<file path="config.mk">
export PLATFORM = sky130hd
export DESIGN_NAME = lsu_ctrl_flat
export DESIGN_NICKNAME = d
export VERILOG_FILES = /design/src/rtl/lsu_ctrl_if.sv /design/src/rtl/lsu_ctrl.sv /design/src/flat_wrapper.sv
export SDC_FILE = /design/constraint.sdc
export NUM_CORES = 1
export LEC_CHECK = 0
export CAP_MARGIN = 20
export CORE_MARGIN = 5
export CORE_UTILIZATION = 44
export CTS_CLUSTER_DIAMETER = 30
export DETAILED_ROUTE_END_ITERATION = 8
export PLACE_DENSITY = 0.81
export SLEW_MARGIN = 5
export SYNTH_ARGS = -nofsm -noshare
export SYNTH_HDL_FRONTEND = slang
export SYNTH_SLANG_ARGS = --single-unit
</file>
<file path="constraint.sdc">
create_clock -name clk -period 2 [get_ports clk]
set_input_delay 0.4 -clock clk [delete_from_list [all_inputs] [get_ports clk]]
set_output_delay 0.4 -clock clk [all_outputs]
set_load 0.05 [all_outputs]
</file>
<file path="src/rtl/lsu_ctrl_if.sv">
// lsu_ctrl_if: data memory port between the load/store controller and memory.
//   memReq   - request valid, held until memAck or timeout
//   memWe    - 1 = write, 0 = read
//   memAddr  - word-aligned byte address
//   memBe    - byte enables (bit n enables byte lane n)
//   memWdata - lane-placed write data
//   memRdata - read word, valid with memAck
//   memAck   - access complete
// Modports: master (controller side), slave (memory side).
interface lsu_ctrl_if;
   logic        memReq;
   logic        memWe;
   logic [31:0] memAddr;
   logic [3:0]  memBe;
   logic [31:0] memWdata;
   logic [31:0] memRdata;
   logic        memAck;

   modport master (
      output memReq, memWe, memAddr, memBe, memWdata,
      input  memRdata, memAck
   );

   modport slave (
      input  memReq, memWe, memAddr, memBe, memWdata,
      output memRdata, memAck
   );
endinterface

</file>
<file path="src/rtl/lsu_ctrl.sv">
// lsu_ctrl: load/store sequencer between execute and the data memory port.
// Accepts one request in IDLE, checks control-code legality and alignment, issues a
// word-aligned memory access and waits for memAck (bounded by TIMEOUT cycles), then
// pulses respValid for one cycle. Loads hand the lane-shifted read word to the
// load-extension unit on extData/extCtrl.
// Ports:
//   clk, rst            - clock, synchronous active-high reset
//   reqValid/reqWrite/reqCtrl/reqAddr/reqWdata - pipeline request
//   reqReady, stall     - pipeline handshake
//   respValid/respFault/faultCause - completion pulse and fault code
//   extCtrl, extData    - to the load-extension unit
//   mem                 - memory port (lsu_ctrl_if master)
module lsu_ctrl #(
   parameter int unsigned TIMEOUT = 16
) (
   input  logic        clk,
   input  logic        rst,
   input  logic        reqValid,
   input  logic        reqWrite,
   input  logic [2:0]  reqCtrl,
   input  logic [31:0] reqAddr,
   input  logic [31:0] reqWdata,
   output logic        reqReady,
   output logic        stall,
   output logic        respValid,
   output logic        respFault,
   output logic [1:0]  faultCause,
   output logic [2:0]  extCtrl,
   output logic [31:0] extData,
   lsu_ctrl_if.master  mem
);

   localparam logic [7:0] TimeoutCnt = 8'(TIMEOUT);

   typedef enum logic [1:0] {StIdle, StReq, StResp} state_t;

   state_t      state;
   logic [7:0]  waitCnt;
   logic [1:0]  addrLo;
   logic        isLoad;

   logic        illegal;
   logic        misaligned;
   logic [3:0]  beNext;
   logic [31:0] wdNext;

   // Request decode, only meaningful while reqValid in IDLE.
   always_comb begin
      illegal    = reqWrite ? (reqCtrl > 3'd2) : (reqCtrl > 3'd4);
      misaligned = 1'b0;
      beNext     = 4'b1111;
      wdNext     = 32'h0;
      case (reqCtrl)
         3'b001, 3'b100: misaligned = reqAddr[0];
         3'b010:         misaligned = (reqAddr[1:0] != 2'b00);
         default:        misaligned = 1'b0;
      endcase
      if (reqWrite) begin
         case (reqCtrl)
            3'b000: begin
               beNext = 4'b0001 << reqAddr[1:0];
               wdNext = {4{reqWdata[7:0]}};
            end
            3'b001: begin
               beNext = 4'b0011 << reqAddr[1:0];
               wdNext = {2{reqWdata[15:0]}};
            end
            default: begin
               beNext = 4'b1111;
               wdNext = reqWdata;
            end
         endcase
      end
   end

   assign reqReady = (state == StIdle);
   assign stall    = ((state == StIdle) && reqValid) || (state == StReq);

   always_ff @(posedge clk) begin
      if (rst) begin
         state        <= StIdle;
         waitCnt      <= 8'd0;
         addrLo       <= 2'b00;
         isLoad       <= 1'b0;
         respValid    <= 1'b0;
         respFault    <= 1'b0;
         faultCause   <= 2'b00;
         extCtrl      <= 3'b010;
         extData      <= 32'h0;
         mem.memReq   <= 1'b0;
         mem.memWe    <= 1'b0;
         mem.memAddr  <= 32'h0;
         mem.memBe    <= 4'b0000;
         mem.memWdata <= 32'h0;
      end else begin
         respValid <= 1'b0;
         unique case (state)
            StIdle: begin
               if (reqValid) begin
                  addrLo  <= reqAddr[1:0];
                  isLoad  <= ~reqWrite;
                  waitCnt <= 8'd0;
                  extData <= 32'h0;
                  if (illegal || misaligned) begin
                     // Illegal code outranks misalignment.
                     state      <= StResp;
                     respValid  <= 1'b1;
                     respFault  <= 1'b1;
                     faultCause <= illegal ? 2'b11 : 2'b01;
                     extCtrl    <= 3'b010;
                  end else begin
                     state        <= StReq;
                     mem.memReq   <= 1'b1;
                     mem.memWe    <= reqWrite;
                     mem.memAddr  <= {reqAddr[31:2], 2'b00};
                     mem.memBe    <= beNext;
                     mem.memWdata <= wdNext;
                     extCtrl      <= reqWrite ? 3'b010 : reqCtrl;
                  end
               end
            end
            StReq: begin
               if (mem.memAck) begin
                  // Ack beats a timeout landing in the same cycle.
                  state      <= StResp;
                  respValid  <= 1'b1;
                  mem.memReq <= 1'b0;
                  mem.memWe  <= 1'b0;
                  mem.memBe  <= 4'b0000;
                  if (isLoad) extData <= mem.memRdata >> {addrLo, 3'b000};
               end else if ((waitCnt + 8'd1) == TimeoutCnt) begin
                  state      <= StResp;
                  respValid  <= 1'b1;
                  respFault  <= 1'b1;
                  faultCause <= 2'b10;
                  extCtrl    <= 3'b010;
                  mem.memReq <= 1'b0;
                  mem.memWe  <= 1'b0;
                  mem.memBe  <= 4'b0000;
               end else begin
                  waitCnt <= waitCnt + 8'd1;
               end
            end
            StResp: begin
               state      <= StIdle;
               respFault  <= 1'b0;
               faultCause <= 2'b00;
            end
            default: state <= StIdle;
         endcase
      end
   end

endmodule

</file>
<file path="src/flat_wrapper.sv">
// flat-port wrapper written by rule: the top's interface ports become plain ports
module lsu_ctrl_flat 
#(
   parameter int unsigned TIMEOUT = 16
)
  (clk, rst, reqValid, reqWrite, reqCtrl, reqAddr, reqWdata, reqReady, stall, respValid, respFault, faultCause, extCtrl, extData, mem_memReq, mem_memWe, mem_memAddr, mem_memBe, mem_memWdata, mem_memRdata, mem_memAck);
  lsu_ctrl_if mem_i ();
  input  logic clk;
  input  logic rst;
  input  logic reqValid;
  input  logic reqWrite;
  input  logic [2:0] reqCtrl;
  input  logic [31:0] reqAddr;
  input  logic [31:0] reqWdata;
  output logic reqReady;
  output logic stall;
  output logic respValid;
  output logic respFault;
  output logic [1:0] faultCause;
  output logic [2:0] extCtrl;
  output logic [31:0] extData;
  output wire logic [$bits(mem_i.memReq)-1:0] mem_memReq;
  output wire logic [$bits(mem_i.memWe)-1:0] mem_memWe;
  output wire logic [$bits(mem_i.memAddr)-1:0] mem_memAddr;
  output wire logic [$bits(mem_i.memBe)-1:0] mem_memBe;
  output wire logic [$bits(mem_i.memWdata)-1:0] mem_memWdata;
  input wire logic [$bits(mem_i.memRdata)-1:0] mem_memRdata;
  input wire logic [$bits(mem_i.memAck)-1:0] mem_memAck;
  assign mem_memReq = mem_i.memReq;
  assign mem_memWe = mem_i.memWe;
  assign mem_memAddr = mem_i.memAddr;
  assign mem_memBe = mem_i.memBe;
  assign mem_memWdata = mem_i.memWdata;
  assign mem_i.memRdata = mem_memRdata;
  assign mem_i.memAck = mem_memAck;
  lsu_ctrl #(.TIMEOUT(TIMEOUT)) u_core (.clk(clk), .rst(rst), .reqValid(reqValid), .reqWrite(reqWrite), .reqCtrl(reqCtrl), .reqAddr(reqAddr), .reqWdata(reqWdata), .reqReady(reqReady), .stall(stall), .respValid(respValid), .respFault(respFault), .faultCause(faultCause), .extCtrl(extCtrl), .extData(extData), .mem(mem_i));
endmodule
</file>
==> out/qor.yml, run 1 <==
sta:
  worstMarginPinSlew_ps: 585
  min_period_over_period_pct: 98.5
  finalHoldViolations: 0
  slew_headroom_pct: 60.0
  fmax_ghz: 0.508
  clock_skew_ps: 7.13
  period_needed_ps: 1970
  finalSetupViolCount: 0
  slew_viol_final: 0
yosys:
  synth.largest_area_cell: "dfxtp_1"
  yosysTopAreaCellShare_pct: 43.8
  yosysWarnings: 0
  seq_area_frac_synth_pct: 43.8
  synth_flop_cell: "dfxtp_1"
  async_flop_share_pct: 0
  syn_inst: 679
  synth_area_per_cell_sq_um: 8.09
  syn-cell-area_sq_mm: 0.00549
  synthTopCellsByCount: "nand2_1 (142), dfxtp_1 (120), a21oi_1 (104), nor2_1 (41), clkbuf_1 (29)"
  synth_most_common_cell: "nand2_1"
  synth_cell_types: 54
  netlist_top_cells_area: "dfxtp_1 (44%), nand2_1 (9.7%), a21oi_1 (9.5%)"
  synth_seq_cells: 120
  synth_enable_flop_cells: 0
clock_tree:
  h-tree-depth: 4
  clkTransAtPathRegs_ps: 50
  clockBufferDepth: 2
  cts_num_sinks: 120
  cts_buffers: 17
  cts_tree: "done"
  clockRootBuffer: "clkbuf_16"
  clock_latency_ps: 410
place:
  io_buffers: 212
  gp_congestion: 0.900
  post-dp-hpwl_um: 13900
  place_area_sq_mm: 0.00799
grt:
  track_usage_pct: 24.6
  grt_pass1_wl_um: 29200
  grt_antenna_before_repair: 0
  overflow: 0
  grt_max_degree: 50
  grt_pass1_vias: 5817
critical_path:
  critical_path.endpoint_type: "output pin"
  cp_data_required_time_ps: 1600
  crit_type: "reg -> out"
  path_max_fanout: 2
  reg2reg_depth: 5
  worst_path_largest_cell_delay_ps: 810
  path_depth: 1
  critical_path.cell_chain: "clkdlybuf4s50_1"
  startpoint_type: "flop"
  critPathBufInv: 1
  slowest_stage: "clkdlybuf4s50_1"
  critPathTopFamily: "buffers and inverters"
  cp.arrival_ps: 1570
routing:
  wire_per_inst_um: 17.1
  wirelength_um: 18600
  dr_total_vias: 5944
  remaining_drc_errors: 0
  first_pass_iters: 5
  avgViaCountPerCell: 5.47
  drtAntennaViolNets: 0
  initialDrtViolationCount: 316
min_path:
  hold_class: "in -> reg"
  hold_path_depth: 2
die:
  dieArea_sq_mm: 0.0148
  ios: 215
  die_y_um: 122
  die_w_um: 122
  rows: 40
  coreArea_sq_mm: 0.0121
  start_util_pct: 45.3
flow_run:
  drv_cap: 0
power_and_ir_drop:
  p_leak_uw: 0.00398
  vdd_ir_drop_max_v: 0.000681
  power_density_mw_per_mm2: 829
  fin_total_pwr_uw: 7300
status:
  status: "finished, final reports clean"
finish:
  antennaDiodeCount: 0
  layout-drive-gt1-share_pct: 13.5
  nNetsFinal: 1014
  syn2layout_area_growth_pct: 60.5
  fin_area_sq_mm: 0.00881
path summary, 6_finish.rpt:
| check | end | slack [ps] | start |
|---|---|---|---|
| worst max-delay path | mem_memWdata[16] | 30 | u_core.mem.memWdata[16]$_SDFFE_PP0P_ |
| worst min-delay path | u_core.mem.memWdata[4]$_SDFFE_PP0P_ | 380 | rst |
| worst max register to register | u_core.faultCause[0]$_SDFFE_PP0P_ | 130 | u_core.waitCnt[5]$_SDFFE_PP0P_ |
| worst min register to register | u_core.extData[25]$_SDFFE_PP0P_ | 450 | u_core.extData[25]$_SDFFE_PP0P_ |
sequential cells by signal, indices dropped and copies added (netlist names):
register             count
u_core.state             2
u_core.mem.memBe         4
u_core.mem.memReq        1
u_core.extCtrl           3
u_core.respFault         1
u_core.respValid         1
u_core.mem.memAddr      30
u_core.faultCause        2
u_core.addrLo            2
u_core.mem.memWdata     32
u_core.extData          32
u_core.waitCnt           8
u_core.isLoad            1
u_core.mem.memWe         1
cells in the final DEF (no fill, tap or decap), types with 17 or more instances in the layout:
master           count
clkdlybuf4s50_1    148
nand2_1            140
dfxtp_1            118
a21oi_1            104
buf_4               57
dlymetal6s2s_1      42
nor2_1              40
mux2i_1             24
nand3_1             23
o211ai_1            18
clkbuf_16           17
power breakdown:
part | internal, uW | switching, uW | total, uW
registers | 2490 | 52.9 | 2540
logic | 652 | 918 | 1570
clock network | 2150 | 1040 | 3190
through the flow:
step | utilization, % | hold WS, ps | setup TNS, ps | cells | worst slack, ps
2_1_floorplan | - | 471 | 0 | 680 | 58.4
3_3_place_gp | 66.0 | 439 | -12270 | 1050 | -346
3_5_place_dp | 66.0 | 444 | -18060 | 1050 | -461
4_1_cts | 71.2 | 361 | -132 | 1082 | -125
5_1_grt | 72.8 | 380 | -5.03 | 1087 | -3.88
6_report | 72.8 | 383 | 0 | 1087 | 30.2
kinds of logic (layout without fill, tap and decap cells):
kind of cell	Yosys count	count (layout)	synth area share, %
other cells	1	2	0.0683
buf+inv	64	303	5.65
simple gates	254	254	20.2
mux	26	26	4.76
fa+ha+maj	4	4	0.912
compound gates	210	210	24.7
flops	120	120	43.8
layer usage:
metal	track usage [%]	wire, um	up-vias
met5	0	0	-
met4	8.89	349	0
met3	8.73	1810	26
met2	41.0	9040	293
met1	29.2	7430	2767
li1	-	-	2858
layout make-up:
class / count / area [sq um]
inverters: 6 / 22.5
clock buffers: 25 / 515
multi-input cells: 496 / 2850
well taps: 168 / 210
fillers: 920 / 3300
repair buffers: 265 / 2700
clock inverters: 7 / 113
flip-flops and latches: 120 / 2400
repair_timing:
action / CTS / global route
buffers inserted: 0 / 5
hold buffers: 0 / 0
pin swaps: 0 / 0
endpoints found under the setup margin: 24 / 89
gates resized for setup: 12 / 57
No activity file was read; power rests on OpenSTA's default activity.
==> run 2, diff against run 1 <==
--- a/config.mk
+++ b/config.mk
@@ -11,6 +11,7 @@
 export CTS_CLUSTER_DIAMETER = 30
 export DETAILED_ROUTE_END_ITERATION = 8
 export PLACE_DENSITY = 0.81
+export SETUP_SLACK_MARGIN = 0.1
 export SLEW_MARGIN = 5
 export SYNTH_ARGS = -nofsm -noshare
 export SYNTH_HDL_FRONTEND = slang
==> out/qor.yml, run 2 (synthesis results as in run 1) <==
sta:
  clock_skew_ps: 6.68  # -0.451 ps
  min_period_over_period_pct: 94.7  # -3.8 points
  finalSetupViolCount: 0  # unchanged
  rsz0062_at_grt: "true"
  fin_setup_tns_ps: 0  # unchanged
  period_needed_ps: 1890  # -75.8 ps
  slew_headroom_pct: 57.2  # -2.8 points
  finalHoldViolations: 0  # unchanged
  fmax_ghz: 0.528  # +4.0%
  fin_ws_ps: 106  # +75.8 ps
  slew_viol_final: 0  # unchanged
  worstMarginPinSlew_ps: 641  # +55.9 ps
finish:
  utilization_pct: 72.3  # -0.51 points
  syn2layout_area_growth_pct: 59.4
  layout-drive-gt1-share_pct: 15.8  # +2.4 points
  final_cell_mix: "nand2_1 (139), dfxtp_1 (115), a21oi_1 (104)"
  antennaDiodeCount: 0  # unchanged
  top_regs: "u_core.extData x32, u_core.mem.memWdata x32, u_core.mem.memAddr x30"
  final_common_cell: "nand2_1"
  finalNonFillerCells: 1102  # +1.4%
  nNetsFinal: 1029  # +1.5%
grt:
  grt_max_degree: 95  # +90%
  overflow: 0  # unchanged
  gr-usage-met3_pct: 6.36  # -2.4 points
  grt_antenna_before_repair: 1  # +1
  track_usage_pct: 24.7  # +0.11 points
  use_met2_pct: 40.8  # -0.21 points
  grt_pass1_wl_um: 29500  # +1.2%
  grt_pass1_vias: 5901  # +1.4%
  grt.busiest_layer: "met2"
  grtUsageMet1_pct: 31.0  # +1.7 points
critical_path:
  crit_type: "in -> reg"
  worst_path_largest_cell_delay_ps: 450  # -360 ps
  critical_path.cell_chain: "clkdlybuf4s50_1, o21ai_1, a21oi_1, buf_4, a21oi_4, buf_12, clkbuf_16, o211ai_1, a21oi_1"
  critPathTopFamily: "buffers and inverters"
  critPathBufInv: 4  # +3
  reg2reg_depth: 5  # unchanged
  path_depth: 9  # +8
  startpoint_type: "input port"
  path_max_fanout: 12  # +10
  critical_path.endpoint_type: "flop"
  crit_path_frequent_cell: "a21oi_1"
  cp.arrival_ps: 2220  # +650 ps
  cp_data_required_time_ps: 2330  # +730 ps
  startpoint: "reqAddr[1]"
  slowest_stage: "clkdlybuf4s50_1"
  rr_startpoint: "u_core.waitCnt[5]$_SDFFE_PP0P_"
clock_tree:
  clockBufferDepth: 2  # unchanged
  cts_hold_buf: 0  # unchanged
  cts_num_sinks: 120  # unchanged
  h-tree-depth: 4  # unchanged
  cts_buffers: 17  # unchanged
  clock_latency_ps: 410  # about the same
  clkTransAtPathRegs_ps: 50  # about the same
  clockRootBuffer: "clkbuf_16"
  cts_tree: "done"
power_and_ir_drop:
  p_comb_share_pct: 22.8  # +1.3 points
  p_leak_uw: 0.00370  # -6.9%
  power_density_mw_per_mm2: 792  # -4.4%
  clkPwrFrac_pct: 40.5  # -3.2 points
  vdd_ir_drop_max_v: 0.000450  # -34%
  internal_power_uw: 4900  # -7.3%
  fin_total_pwr_uw: 6930  # -5.1%
  power_frac_seq_pct: 36.7  # +1.9 points
  p_switching_uw: 2030  # +0.90%
  sw_frac_of_total_pct: 29.3  # +1.7 points
place:
  place_inst: 1058  # +0.76%
  gp_congestion: 0.917  # +1.9%
  place_ws_ps: -333  # +128 ps
  post-dp-hpwl_um: 13800  # -0.57%
  io_buffers: 212  # unchanged
status:
  status: "finished, final reports clean"
die:
  start_util_pct: 45.3  # unchanged
  dieArea_sq_mm: 0.0148  # unchanged
  die_w_um: 122  # unchanged
  rows: 40  # unchanged
  coreArea_sq_mm: 0.0121  # unchanged
  ios: 215  # unchanged
  die_y_um: 122  # unchanged
flow_run:
  drv_cap: 0  # unchanged
routing:
  dr_total_vias: 6094  # +2.5%
  avgViaCountPerCell: 5.53  # +1.1%
  initialDrtViolationCount: 461  # +46%
  remaining_drc_errors: 0  # unchanged
  drtAntennaViolNets: 0  # unchanged
  wire_per_inst_um: 17.8  # +3.8%
  wirelength_um: 19600  # +5.2%
  first_pass_iters: 7  # +2
min_path:
  min_from: "rst"
  hold_path_depth: 2  # unchanged
  hold_class: "in -> reg"
[run 2: worst paths after layout]
path / slack, ps / to
max reg2reg: 120 / u_core.faultCause[0]$_SDFFE_PP0P_
min reg2reg: 450 / u_core.mem.memAddr[31]$_SDFFE_PP0P_
max: 110 / u_core.mem.memWdata[15]$_SDFFE_PP0P_
min: 360 / u_core.isLoad$_SDFFE_PP0P_
[run 2: area by class of cell]
class | instances | area, sq um
sequential | 120 | 2410
multi-input combinational | 496 | 2900
timing repair buffer | 280 | 2660
inverter | 6 | 25.0
clock buffer | 24 | 472
tap | 168 | 210
fill | 937 | 3360
clock inverter | 8 | 72.6
[run 2: power groups by stage]
stage | clock (uW) | combinational [uW] | sequential [uW]
2_1_floorplan | 0 | 572 | 2870
3_3_place_gp | 0 | 1500 | 2590
3_5_place_dp | 0 | 1510 | 2590
4_1_cts | 2840 | 1480 | 2540
5_1_grt | 2960 | 1680 | 2550
6_report | 2810 | 1580 | 2540
[run 2: worst register-to-register path: stages (launching register included)]
cell     delay (ps)
dfxtp_2         350
or3_4           390
or3_4           410
o21a_4          230
a211o_1         270
o211a_1         120
[run 2: repair_timing]
action / 4_1_cts / 5_1_grt
resized for setup: 96 / 29
buffers inserted: 1 / 7
endpoints found under the setup margin: 146 / 99
cloned: 0 / 4
pin swaps: 0 / 5
[run 2: routing by layer]
layer / wire (um) / up-vias / share of wire [%]
met5: 7 / - / 0.036
met4: 610 / 2 / 3.1
met3: 1550 / 48 / 7.9
met2: 9380 / 320 / 48
met1: 8040 / 2834 / 41
li1: - / 2890 / -
[run 2: metrics by stage]
step	cell area (sq um)	hold slack (ps)
floorplan	5520	471
global placement	8040	440
detailed placement	8040	445
CTS	8480	341
global route	8750	380
finish	8750	358
